`src/rtl/cic_comb_mc.sv`:
```
// Multi-channel CIC comb cascade: NUM_STAGES pipelined comb sections with
// per-stage, per-channel delay-line history and valid/ready flow control.
module cic_comb_mc #(
    parameter int WIDTH      = 32,
    parameter int NUM_CH     = 4,
    parameter int NUM_STAGES = 5,
    parameter int MAX_DELAY  = 2,
    localparam int CHW = (NUM_CH > 1) ? $clog2(NUM_CH) : 1,
    localparam int DW  = ($clog2(MAX_DELAY + 1) > 1) ? $clog2(MAX_DELAY + 1) : 1
) (
    input  logic             clk_i,
    input  logic             rst_i,
    input  logic             clr_i,
    input  logic [DW-1:0]    delay_i,
    input  logic             valid_i,
    output logic             ready_o,
    input  logic [CHW-1:0]   ch_i,
    input  logic [WIDTH-1:0] data_i,
    output logic             valid_o,
    input  logic             ready_i,
    output logic [CHW-1:0]   ch_o,
    output logic [WIDTH-1:0] data_o
);

    logic                  stall_s;
    logic                  take_s;
    logic [DW-1:0]         m_idx_s;

    logic [NUM_STAGES-1:0] v_q, v_d;
    logic [CHW-1:0]        c_q [NUM_STAGES];
    logic [CHW-1:0]        c_d [NUM_STAGES];
    logic [WIDTH-1:0]      d_q [NUM_STAGES];
    logic [WIDTH-1:0]      d_d [NUM_STAGES];
    logic [WIDTH-1:0]      h_q [NUM_STAGES][NUM_CH][MAX_DELAY];
    logic [WIDTH-1:0]      h_d [NUM_STAGES][NUM_CH][MAX_DELAY];

    logic [NUM_STAGES-1:0] xv_s;
    logic [CHW-1:0]        xc_s [NUM_STAGES];
    logic [WIDTH-1:0]      xd_s [NUM_STAGES];
    logic [NUM_STAGES-1:0] hit_s;
    logic [WIDTH-1:0]      hsel_s [NUM_STAGES];

    assign stall_s = v_q[NUM_STAGES-1] && !ready_i;
    assign ready_o = !stall_s && !clr_i;
    assign take_s  = valid_i && ready_o;

    // Clamp M into [1, MAX_DELAY] and convert it to a history tap index (M-1).
    always_comb begin
        if (delay_i == '0) begin
            m_idx_s = '0;
        end else if (delay_i > DW'(MAX_DELAY)) begin
            m_idx_s = DW'(MAX_DELAY - 1);
        end else begin
            m_idx_s = delay_i - DW'(1);
        end
    end

    // Stage inputs: stage 0 sees the accepted sample, later stages the previous register.
    always_comb begin
        xv_s    = '0;
        xv_s[0] = take_s;
        xc_s[0] = ch_i;
        xd_s[0] = data_i;
        for (int s = 1; s < NUM_STAGES; s++) begin
            xv_s[s] = v_q[s-1];
            xc_s[s] = c_q[s-1];
            xd_s[s] = d_q[s-1];
        end
    end

    // Delayed-tap lookup; hit_s is low for channel tags outside the channel range.
    always_comb begin
        hit_s = '0;
        for (int s = 0; s < NUM_STAGES; s++) begin
            hsel_s[s] = '0;
            for (int c = 0; c < NUM_CH; c++) begin
                for (int k = 0; k < MAX_DELAY; k++) begin
                    hsel_s[s] = ((xc_s[s] == CHW'(c)) && (m_idx_s == DW'(k))) ?
                                h_q[s][c][k] : hsel_s[s];
                end
                hit_s[s] = hit_s[s] | (xc_s[s] == CHW'(c));
            end
        end
    end

    // Next state: advance every stage and shift the history of valid in-range samples.
    always_comb begin
        v_d = v_q;
        c_d = c_q;
        d_d = d_q;
        h_d = h_q;
        if (!stall_s) begin
            for (int s = 0; s < NUM_STAGES; s++) begin
                v_d[s] = xv_s[s];
                c_d[s] = xc_s[s];
                d_d[s] = hit_s[s] ? (xd_s[s] - hsel_s[s]) : xd_s[s];
                for (int c = 0; c < NUM_CH; c++) begin
                    if (xv_s[s] && (xc_s[s] == CHW'(c))) begin
                        h_d[s][c][0] = xd_s[s];
                        for (int k = 1; k < MAX_DELAY; k++) begin
                            h_d[s][c][k] = h_q[s][c][k-1];
                        end
                    end else begin
                        h_d[s][c] = h_q[s][c];
                    end
                end
            end
        end else begin
            v_d = v_q;
        end
    end

    // State registers: reset beats clear, clear beats stall and handshakes.
    always_ff @(posedge clk_i) begin
        if (rst_i) begin
            v_q <= '0;
            c_q <= '{default: '0};
            d_q <= '{default: '0};
            h_q <= '{default: '0};
        end else if (clr_i) begin
            v_q <= '0;
            h_q <= '{default: '0};
        end else begin
            v_q <= v_d;
            c_q <= c_d;
            d_q <= d_d;
            h_q <= h_d;
        end
    end

    assign valid_o = v_q[NUM_STAGES-1];
    assign ch_o    = c_q[NUM_STAGES-1];
    assign data_o  = d_q[NUM_STAGES-1];

endmodule

```
`config.mk`:
```
export PLATFORM = sky130hd
export DESIGN_NAME = cic_comb_mc
export DESIGN_NICKNAME = d
export VERILOG_FILES = /design/src/rtl/cic_comb_mc.sv
export SDC_FILE = /design/constraint.sdc
export NUM_CORES = 2
export LEC_CHECK = 0
export ABC_AREA = 1
export CAP_MARGIN = 30
export CORE_UTILIZATION = 70
export CTS_BUF_LIST = sky130_fd_sc_hd__clkbuf_4
export DETAILED_ROUTE_END_ITERATION = 8
export PLACE_DENSITY = 0.95
export SETUP_SLACK_MARGIN = 0.4
export SLEW_MARGIN = 20
export SYNTH_ARGS = -nofsm -noshare
export SYNTH_HDL_FRONTEND = slang
export SYNTH_SLANG_ARGS = --single-unit
```
`constraint.sdc`:
```
create_clock -name clk_i -period 7.2 [get_ports clk_i]
set_input_delay 1.08 -clock clk_i [delete_from_list [all_inputs] [get_ports clk_i]]
set_output_delay 1.08 -clock clk_i [all_outputs]
set_load 0.05 [all_outputs]
```
==> impl_metrics.json <==
{
  "async_flop_share_pct": 0,
  "first_pass_iters": 8,
  "ir_drop_mv": 0.2091,
  "cts_setup_buffers": 0,
  "slew_headroom_pct": 9.015,
  "seq_area_frac_synth_pct": 42.74,
  "cp_top_family": "simple AND/OR/NAND/NOR gates",
  "rsz0062_at_grt": "false",
  "grt_max_degree": 307,
  "cts_buffers": 377,
  "crit_chain": "nor2_1 -> nand2_1 -> buf_4 -> o22ai_1 -> nor2_1 -> o31ai_1 -> nand3_1 -> nand2_1 -> o21ai_1 -> ha_1 -> nand3_1 -> nand2_1 -> nand2_1 -> nand2_1 -> nand2_1 -> a21oi_1 -> xor2_1 -> o21ai_0 -> inv_1",
  "wl_mm": 220.7,
  "worstSetupPathType": "flop to flop",
  "ys_ff_latch": 1455,
  "critical_path_buf_inv_count": 2,
  "synth_cell_type_count": 54,
  "crit_path_frequent_cell": "nand2_1",
  "hpwl_mm": 141.1,
  "hold_buffers": 0,
  "tightest_slew_ps": 1365,
  "portBuffers": 75,
  "fin_util_pct": 75.80,
  "clock_path_buffers": 4,
  "multi_input_area_um2": 33040,
  "num_vias": 70510,
  "grt_remaining_overflow": 0,
  "cp.arrival_ps": 6510,
  "cts-root-buf": "clkbuf_4",
  "syn_inst": 9629,
  "grt_pass1_vias": 66470,
  "max_freq_ghz": 0.1872,
  "hold_viol_final": 0,
  "area_growth_pct": 7.407,
  "final_common_cell": "nor2_1",
  "cts-htree-levels": 5,
  "hold_class": "flop to flop",
  "critPathLaunchType": "flop",
  "start_util_pct": 70.57,
  "slowest_stage": "nor2_1",
  "layout_worst_path_cycle_share_pct": 74.21,
  "finalNetCount": 9744,
  "critPathRequiredTime_ps": 8370,
  "cp_max_fo": 20,
  "endpoint_kind": "flop",
  "drt_iter0_markers": 9575,
  "clkLatencyLatePin_ps": 1320,
  "dp_slack_ps": 1571,
  "vias_per_cell": 6.375,
  "stdcell_area_um2": 73190,
  "antenna_found_initial": 9,
  "route.detailed.drc": 0,
  "top_level_ports": 77,
  "dpl_cell_area_um2": 68750,
  "setup_viol": 0,
  "synth_area_um2": 68150,
  "grtUsageTotal_pct": 43.19,
  "die_x_um": 314.0,
  "avgSynthCellArea_um2": 7.077,
  "nFillCells": 6940,
  "core_area_um2": 96570,
  "clk_pin_slew_ps": 80,
  "grt_first_pass_wirelength_mm": 343.6,
  "slew_violations": 0,
  "ctsResizeCount": 0,
  "cts_tree": "done",
  "period_minus_slack_ps": 5343,
  "wire_per_inst_um": 19.95,
  "fin_tns_setup_ps": 0,
  "p_leak_nw": 31.44,
  "cap_violations": 0,
  "clock-sinks": 1455,
  "powerDensity_nw_per_um2": 262.7,
  "layout_common_cells": "nor2_1, o21ai_0, dfxtp_1",
  "yosys_most_used_dff": "dfxtp_1",
  "synth_edf_count": 0,
  "yosys_warnings": 0,
  "synth_nets": 9830,
  "globalplace.congestion": 1.035,
  "post_route_cells_drive_above_1_share_pct": 7.742,
  "ff_latch_area_um2": 29130,
  "finalClockSkew_ps": 143.9,
  "dieArea_um2": 98610,
  "ant_nets": 0,
  "die_h_um": 314.0,
  "layout_setup_ws_ps": 1857,
  "slowest_delay_ps": 820,
  "rows": 114,
  "status": "finished clean"
}
[synth_stat cells (5+ instances only)]
cell / instances / area [um^2]
nor2_1: 1623 / 6092
o21ai_0: 1462 / 7317
dfxtp_1: 1455 / 29130
nand2_1: 1125 / 4223
a21oi_1: 1096 / 5485
inv_1: 853 / 3202
clkbuf_1: 444 / 1667
nand3_1: 308 / 1541
ha_1: 155 / 1939
o22ai_1: 133 / 832.1
nand4_1: 121 / 757.0
buf_2: 118 / 590.6
o221ai_1: 92 / 805.8
o21ai_1: 77 / 385.4
a221oi_1: 63 / 551.8
xor2_1: 61 / 534.3
inv_2: 59 / 221.5
buf_4: 40 / 300.3
o21bai_1: 33 / 247.7
o211ai_1: 25 / 187.7
a21o_1: 23 / 172.7
buf_1: 21 / 78.83
o2111ai_1: 21 / 183.9
a21boi_0: 18 / 135.1
nor3_1: 18 / 90.09
a22oi_1: 17 / 127.6
a31oi_1: 16 / 100.1
nor2_2: 16 / 100.1
nor3b_1: 16 / 120.1
o31ai_1: 16 / 120.1
and3_1: 13 / 81.33
a31o_2: 11 / 96.34
nand2_2: 9 / 56.30
nor2_4: 8 / 90.09
xnor2_1: 7 / 61.31
fa_1: 5 / 100.1
o21a_1: 5 / 37.54
o22a_1: 5 / 43.79
[worst register-to-register path, delay by kind of cell (launching register included)]
family,cells,cell delay (ps)
adder cells (fa/ha/maj),1,410
XOR/XNOR,1,470
buffers and inverters,2,550
AND/OR/NAND/NOR,10,2360
AO/OA/AOI/OAI,5,1000
flip-flops,1,450
[power breakdown]
group | switching [mW] | leakage (nW) | internal [mW]
clock network | 3.37 | 2.62 | 3.42
registers | 0.223 | 11.8 | 8.22
logic | 2.89 | 17.1 | 1.11
total | 6.48 | 31.4 | 12.7
[through the flow]
stage,hold WS [ps],instances,power (mW)
after global placement,434.2,10430,12.32
after floorplan,424.5,9629,11.08
after CTS,413.3,11050,19.00
final,408.8,11060,19.23
after detailed placement,443.6,10440,12.36
after global routing,463.7,11060,19.94
[cells by family after synthesis]
family / Yosys count / share of synthesized area (%)
compound gates: 3133 / 24.96
xor+xnor: 68 / 0.8740
fa+ha+maj: 160 / 2.993
buf+inv: 1539 / 8.929
flops: 1455 / 42.74
simple gates: 3274 / 19.50
[per-layer routing]
layer  global-route usage [%]  share of wire (%)  vias up
li1                         -                  -    32240
met1                    52.00                 36    31940
met2                    67.31                 44     5111
met3                    10.74                 13     1219
met4                    31.33                7.5        6
met5                        0              0.019        -
[state kept, by name, indices dropped and copies added (netlist names)]
register  flops
h_q        1280
d_q         128
data_o       32
c_q           8
v_q           5
ch_o          2
[worst paths after layout]
path	depth (start not counted)	from	slack (ps)	end
hold reg to reg	2	h_q[548]	410	h_q[516]
hold / removal	2	h_q[548]	410	h_q[516]
setup reg to reg	19	c_q[4]	1860	d_q[42]
setup / recovery	19	c_q[4]	1860	d_q[42]
[final cells by class]
cell class | instances | area share [%]
repair buffers | 159 | 2.174
inverters | 915 | 4.704
clock inverters | 85 | 0.5521
well taps | 1276 | 2.181
flip-flops and latches | 1455 | 39.80
clock buffers | 529 | 5.426
multi-input cells | 6635 | 45.14
diodes | 7 | 0.02393
(Power assumes the default switching activity.)
